--- config.mk ---
export PLATFORM = sky130hd
export DESIGN_NAME = s641_n178_bist_ctrl_flat
export DESIGN_NICKNAME = d
export VERILOG_FILES = /design/src/rtl/s641_n178_bist_ctrl_if.sv /design/src/rtl/s641_n178_bist_ctrl.sv /design/src/flat_wrapper.sv
export SDC_FILE = /design/constraint.sdc
export NUM_CORES = 1
export LEC_CHECK = 0
export ABC_AREA = 0
export BUFFER_PORTS_ARGS = -buffer_cell sky130_fd_sc_hd__clkbuf_2
export CAP_MARGIN = 10
export CELL_PAD_IN_SITES_DETAIL_PLACEMENT = 1
export CELL_PAD_IN_SITES_GLOBAL_PLACEMENT = 1
export CORE_MARGIN = 2
export CORE_UTILIZATION = 40
export DETAILED_ROUTE_END_ITERATION = 6
export PLACE_DENSITY = 0.8
export SYNTH_ARGS = -nofsm -noshare
export SYNTH_HDL_FRONTEND = slang
export SYNTH_SLANG_ARGS = --single-unit
export TNS_END_PERCENT = 100
--- constraint.sdc ---
create_clock -name CK -period 2.6 [get_ports CK]
set_clock_uncertainty 0.1 [all_clocks]
set_input_delay 0.65 -clock CK [delete_from_list [all_inputs] [get_ports CK]]
set_output_delay 0.65 -clock CK [all_outputs]
set_load 0.02 [all_outputs]
--- src/rtl/s641_n178_bist_ctrl_if.sv ---
// Pin bundle between the s641/n178 BIST controller and the test wrapper.
// The slave side is the controller; the master side drives run control and the cone response.
interface s641_n178_bist_ctrl_if;
  logic        start;
  logic        abort;
  logic [15:0] golden;
  logic        cut_resp;
  logic [21:0] pat_out;
  logic        cut_en;
  logic        busy;
  logic        done;
  logic        pass;
  logic [15:0] signature;
  logic [15:0] pat_cnt;

  modport slave (
    input  start, abort, golden, cut_resp,
    output pat_out, cut_en, busy, done, pass, signature, pat_cnt
  );

  modport master (
    output start, abort, golden, cut_resp,
    input  pat_out, cut_en, busy, done, pass, signature, pat_cnt
  );
endinterface

--- src/rtl/s641_n178_bist_ctrl.sv ---
// BIST controller for the s641 n178 cone: an x^22+x^21+1 LFSR drives the cone inputs and
// a 16-bit MISR compacts the response, which is compared to a golden signature.
module s641_n178_bist_ctrl #(
  parameter int unsigned  PATTERNS = 256,
  parameter logic [21:0]  SEED     = 22'h000001
) (
  input  logic                   CK,
  input  logic                   RN,
  s641_n178_bist_ctrl_if.slave   bus
);

  // A zero seed would lock the LFSR, so it is replaced by the minimal non-zero state.
  localparam logic [21:0] SEED_EFF = (SEED == 22'd0) ? 22'h000001 : SEED;
  localparam logic [15:0] PAT_LAST = 16'(PATTERNS);

  typedef enum logic [2:0] {
    S_IDLE, S_INIT, S_RUN, S_CMP, S_DONE
  } state_t;

  state_t      st, nxt;
  logic [21:0] lfsr;
  logic [15:0] misr;
  logic [15:0] cnt;
  logic        pass_q;

  logic [21:0] lfsr_nx;
  logic [15:0] misr_nx;
  logic [15:0] cnt_nx;
  logic        run_last;
  logic        act;

  assign lfsr_nx  = {lfsr[20:0], lfsr[21] ^ lfsr[20]};
  assign misr_nx  = {misr[14:0], misr[15] ^ misr[14] ^ misr[12] ^ misr[3] ^ bus.cut_resp};
  assign cnt_nx   = cnt + 16'd1;
  assign run_last = (cnt_nx == PAT_LAST);
  assign act      = (st == S_INIT) || (st == S_RUN) || (st == S_CMP);

  always_ff @(posedge CK or negedge RN) begin
    if (!RN) st <= S_IDLE;
    else     st <= nxt;
  end

  always_comb begin
    nxt = st;
    case (st)
      S_IDLE:  if (bus.start) nxt = S_INIT;
      S_INIT:  nxt = bus.abort ? S_IDLE : S_RUN;
      S_RUN: begin
        if (bus.abort)     nxt = S_IDLE;
        else if (run_last) nxt = S_CMP;
      end
      S_CMP:   nxt = bus.abort ? S_IDLE : S_DONE;
      S_DONE:  if (bus.start) nxt = S_INIT;
      default: nxt = S_IDLE;
    endcase
  end

  // The RUN edge that sees abort still compacts its pattern; after that everything freezes.
  always_ff @(posedge CK or negedge RN) begin
    if (!RN) begin
      lfsr   <= SEED_EFF;
      misr   <= 16'h0000;
      cnt    <= 16'h0000;
      pass_q <= 1'b0;
    end else begin
      case (st)
        S_IDLE, S_DONE: begin
          if (bus.start) pass_q <= 1'b0;
        end
        S_INIT: begin
          if (!bus.abort) begin
            lfsr <= SEED_EFF;
            misr <= 16'h0000;
            cnt  <= 16'h0000;
          end
          pass_q <= 1'b0;
        end
        S_RUN: begin
          lfsr <= lfsr_nx;
          misr <= misr_nx;
          cnt  <= cnt_nx;
          if (bus.abort) pass_q <= 1'b0;
        end
        S_CMP: begin
          pass_q <= bus.abort ? 1'b0 : (misr == bus.golden);
        end
        default: ;
      endcase
    end
  end

  assign bus.pat_out   = act ? lfsr : 22'h0;
  assign bus.cut_en    = (st == S_RUN);
  assign bus.busy      = act;
  assign bus.done      = (st == S_DONE);
  assign bus.pass      = pass_q;
  assign bus.signature = misr;
  assign bus.pat_cnt   = cnt;

endmodule

--- src/flat_wrapper.sv ---
// flat-port wrapper written by rule: the top's interface ports become plain ports
module s641_n178_bist_ctrl_flat 
#(
  parameter int unsigned  PATTERNS = 256,
  parameter logic [21:0]  SEED     = 22'h000001
)
  (CK, RN, bus_start, bus_abort, bus_golden, bus_cut_resp, bus_pat_out, bus_cut_en, bus_busy, bus_done, bus_pass, bus_signature, bus_pat_cnt);
  s641_n178_bist_ctrl_if bus_i ();
  input  logic CK;
  input  logic RN;
  input wire logic [$bits(bus_i.start)-1:0] bus_start;
  input wire logic [$bits(bus_i.abort)-1:0] bus_abort;
  input wire logic [$bits(bus_i.golden)-1:0] bus_golden;
  input wire logic [$bits(bus_i.cut_resp)-1:0] bus_cut_resp;
  output wire logic [$bits(bus_i.pat_out)-1:0] bus_pat_out;
  output wire logic [$bits(bus_i.cut_en)-1:0] bus_cut_en;
  output wire logic [$bits(bus_i.busy)-1:0] bus_busy;
  output wire logic [$bits(bus_i.done)-1:0] bus_done;
  output wire logic [$bits(bus_i.pass)-1:0] bus_pass;
  output wire logic [$bits(bus_i.signature)-1:0] bus_signature;
  output wire logic [$bits(bus_i.pat_cnt)-1:0] bus_pat_cnt;
  assign bus_i.start = bus_start;
  assign bus_i.abort = bus_abort;
  assign bus_i.golden = bus_golden;
  assign bus_i.cut_resp = bus_cut_resp;
  assign bus_pat_out = bus_i.pat_out;
  assign bus_cut_en = bus_i.cut_en;
  assign bus_busy = bus_i.busy;
  assign bus_done = bus_i.done;
  assign bus_pass = bus_i.pass;
  assign bus_signature = bus_i.signature;
  assign bus_pat_cnt = bus_i.pat_cnt;
  s641_n178_bist_ctrl #(.PATTERNS(PATTERNS), .SEED(SEED)) u_core (.CK(CK), .RN(RN), .bus(bus_i));
endmodule
### Word-level counts from Yosys, hierarchy flattened

Index checks and enable logic that the tools add are counted.

* memories: 0
* latch bits: 0
* bits in read-only memories: 0
* output and inout port bits: 58
* register bits: 58
* RAM bits: 0
* logic and storage cells: 46
* input bits: 21

* divide/modulo/power cells: 0
* bitwise logic cells: 5
* $add $sub $neg: 1
* equal/unequal tests: 10
* order comparisons: 0
* shift operators: 0
* multiplexer cells: 16
* $mul: 0
* reductions and logical operators: 9

Operators with widths (count)
* one-hot mux 16 bit (2 select lines): 2
* two-way mux 22 bit: 2
* one-hot mux 22 bit (2 select lines): 1
* adder 16 x 1 -> 16 bit, second input constant: 1
* equality test 16 bit: 1
* equality test 16 x 9 -> 1 bit, second input constant: 1
* two-way mux 16 bit: 1
* two-way mux 3 bit: 4
* one-hot mux 3 bit (4 select lines): 1
* equality test 3 x 2 -> 1 bit, second input constant: 2
* bitwise XOR 1 bit: 5
* != test 2 bit, second input constant: 2
* one-hot mux 1 bit (4 select lines): 1
* AND reduction 2 bit: 2
* nonzero test 4 bit: 1
* equality test 3 x 1 -> 1 bit, second input constant: 1
* equality test 3 bit, second input constant: 1
* logical NOT 3 bit: 1
* two-way mux 1 bit: 3
* != test 3 x 2 -> 1 bit, second input constant: 1
* AND reduction 3 bit: 1
* logical OR 1 bit: 2
* two-way mux 2 bit: 1
* != test 2 x 1 -> 1 bit, second input constant: 1
* 2 further kinds: 2

### Logic depth before layout (Yosys ltp)

* word-level depth: 5
* mapped depth: 7
* gate-level depth less buffers: 6

### Least setup slack after synthesis

OpenSTA, ideal clock, no wires.

* path type: flip-flop to output port
* from: register u_core.st[0]
* to: output port bus_cut_en
* stages on the path, launching flop included: 5
* slack: 0.445 ns
* arrival: 1.405 ns
* path buffers: 2
* data required time: 1.850 ns
* path through: dfrtp_1 or3b_1 buf_2 clkinv_1 clkbuf_1

* longest elaborated chain between the ends: 1

Ends and longest elaborated chain
* start, declared: line s641_n178_bist_ctrl.sv:20 `state_t st, nxt;`
* start signal, assigned: line s641_n178_bist_ctrl.sv:40 `else st <= nxt;`
* equality test 3 x 2 -> 1 bit: line s641_n178_bist_ctrl.sv:93 `assign bus.cut_en = (st == S_RUN);`
* end, declared: line flat_wrapper.sv:16 `output wire logic [$bits(bus_i.cut_en)-1:0] bus_cut_en;`

Every way passes these cells.

### Worst setup path in the final report

Ends and elaborated chain as after synthesis.

==> out/qor.txt <==
number of fill cells: 840
peak supply drop: 0.4109 mV
R2R cell count: 5
Placement Rows: 31
Crit. End Element: primary output
syn_nets: 313
Slew @ Worst Pin: 0.5795 ns
drt initial violations: 84
I/O pin total: 79
switching portion of total power: 30.59%
P_int: 1963 uW
Synth Cell Area: 0.002909 mm^2
most frequent cell after synthesis: dfrtp_1
Initial Utilization: 40.76%
overall global routing resource usage: 22.11%
CP Class: flop to primary output
clock sinks: 58
fin. max-slew vios: 0
Synth-to-Final Area Change: 26.37%
CTS H-tree lvls: 3
net load switching power: 865.1 uW
First-pass DRT Iterations: 4
slew margin rel.: 61.01%
RSZ-0062 raised after global routing: no
Resized Gates After CTS: 0
vias in the first global route: 2625
Antenna diodes: 0
routed via count: 2544
global route overflow: 0
status: finished, final reports clean
syn avg cell area: 10.03 um^2
Die Ht: 89.28 um
CTS buffer count: 9
CP Launch Type: flop
final core occ: 51.51%
maximum fanout along the worst path: 10
Period minus WS final: 2.410 ns
largest net degree at the start of global routing: 51
Synth Warn #: 0
Hold-fix buffers, CTS: 0
critical path cell sequence: or3b_1, clkinv_1, clkbuf_2
via density per instance: 5.413
Final Hold Viols: 0
first-pass GRT wire length: 13340 um
fmax: 415.0 MHz
post-CTS setup buffer count: 0
Yosys top cell by area: dfrtp_1
final setup fails: 0
final setup TNS: 0 ns
Worst-Skew Late Latency: 0.34 ns
CTS clk-pin slew, worst paths: 0.07 ns
post-DP HPWL: 5673 um
max_cap viols: 0
Hold Crit Class: input pin to asynchronous set/reset pin
CP arrival: 1.66 ns
PortBufs: 78
Layout Nets: 389
DP Cell Count: 454
combinational fraction of design power: 20.0%
die area: 0.007971 mm^2
EDFF count, synth: 0
R2R Path Start: u_core.st[0]$_DFFE_PN0P_
PwrDens: 769.5 mW/mm^2
Die Wd: 89.28 um
Placer Congestion: 0.8330
Async SR Flop Fraction: 100.0%
ANT nets after route: 0
Clk pwr share: 40.1%
clock root buffer: clkbuf_8
CP max stage cell: or3b_1
library cells used by synthesis: 37
r2r endpoint: u_core.bus.pat_cnt[12]$_DFFE_PN0P_
prevailing post-synth register cell: dfrtp_1
Critical Path RT: 1.85 ns
core area: 0.007137 mm^2
Total Power: 2829 uW
final WL: 8129 um
fin crit share: 92.67%
Cells after Synth: 290
layout cells sized above 1: 28.30%
# DRC: 0
wire per inst: 17.30 um
flops & latches, synth: 58
Non-Filler Instances: 470
LEAKAGE: 0.001807 uW
clock tree buffer depth: 2
Post-synth top cells: 57 x dfrtp_1, 37 x a22o_1, 22 x and2_1, 22 x o21ai_0, 20 x nor2_1
Reg power frac: 40.0%
sequential area share after synthesis: 49.94%
initial antenna violation count: 0
CTS tree: built
most area-consuming cells after synthesis: dfrtp_1 49%, a22o_1 11%, and2_1 4.7%
FF-to-FF setup slack: 0.42 ns
max incr delay on CP: 0.57 ns
share of the synthesized area in the top cell type: 49.03%
[worst max-delay path by stage]
stage	start	end	slack (ns)	cells after the start
2_1_floorplan	u_core.st[0]$_DFFE_PN0P_	bus_cut_en	0.44	4
3_5_place_dp	u_core.st[0]$_DFFE_PN0P_	u_core.bus.pat_cnt[12]$_DFFE_PN0P_	0.41	5
3_3_place_gp	u_core.st[0]$_DFFE_PN0P_	u_core.bus.pat_cnt[14]$_DFFE_PN0P_	0.55	5
4_1_cts	u_core.st[0]$_DFFE_PN0P_	bus_cut_en	0.18	3
6_report	u_core.st[0]$_DFFE_PN0P_	bus_cut_en	0.19	3
5_1_grt	u_core.st[2]$_DFFE_PN0P_	bus_cut_en	0.11	3
[cell usage in the layout, fill, tap and decap left out, types with 5 or more instances in the layout]
cell type	instances
o21ai_0	22
dfrtp_1	57
nand3_1	7
a21oi_1	7
nand4_1	9
xnor2_1	12
clkbuf_8	10
nand2_1	16
clkbuf_2	78
buf_4	6
and2_1	22
xor2_1	13
a22o_1	37
nor3_1	6
nor2_1	20
nor4_1	5
[power by group through the flow]
| stage | sequential [uW] | clock (uW) | combinational, uW |
|---|---|---|---|
| after floorplan | 1140 | 0 | 345 |
| after global routing | 1150 | 1200 | 622 |
| after CTS | 1130 | 1150 | 573 |
| after global placement | 1140 | 0 | 556 |
| after detailed placement | 1150 | 0 | 570 |
| final | 1130 | 1130 | 565 |
[worst max-delay path, delay by kind of cell (launching register included)]
family / cells / cell delay [ns]
buffers and inverters: 2 / 0.31
flip-flops: 1 / 0.45
AND/OR/NAND/NOR: 1 / 0.57
[logic make-up (layout without fill, tap and decap cells)]
family / Yosys count / after routing / share of synthesized area [%]
flip-flops: 58 / 58 / 49.94
AO/OA/AOI/OAI: 81 / 81 / 19.78
adder cells (fa/ha/maj): 2 / 2 / 0.8601
AND/OR/NAND/NOR: 96 / 96 / 17.38
XOR/XNOR: 25 / 25 / 7.527
buffers and inverters: 25 / 106 / 3.440
multiplexers: 3 / 3 / 1.075
[metrics by stage]
step / cell area, um^2 / hold WS [ns] / worst slack (ns)
after global routing: 3676 / 0.1880 / 0.1091
after floorplan: 2909 / 0.2544 / 0.4447
final: 3676 / 0.1732 / 0.1905
after detailed placement: 3410 / 0.4063 / 0.4111
after CTS: 3676 / 0.1793 / 0.1775
after global placement: 3410 / 0.4039 / 0.5512
[layer usage]
layer	GRT usage [%]	wire length [um]	part of all wire [%]
met4	5.699	87	1.1
met2	37.17	4188	52
met5	0	0	0
met1	27.87	3535	43
met3	6.741	318	3.9
[state kept, by name, indices dropped and copies added, names as in the netlist]
name,flops
u_core.bus.pat_cnt,16
u_core.lfsr,22
u_core.bus.signature,16
u_core.st,3
u_core.bus.pass,1
[layout make-up]
class	instances	area, um^2	area share (%)
Sequential cell	58	1453	39.52
Multi-Input combinational cell	207	1359	36.96
Timing Repair Buffer	85	455.4	12.39
Clock buffer	11	141.4	3.846
Clock inverter	5	125.1	3.404
Tap cell	99	123.9	3.370
Inverter	5	18.77	0.5106
Power figures use the tool's default switching activity.
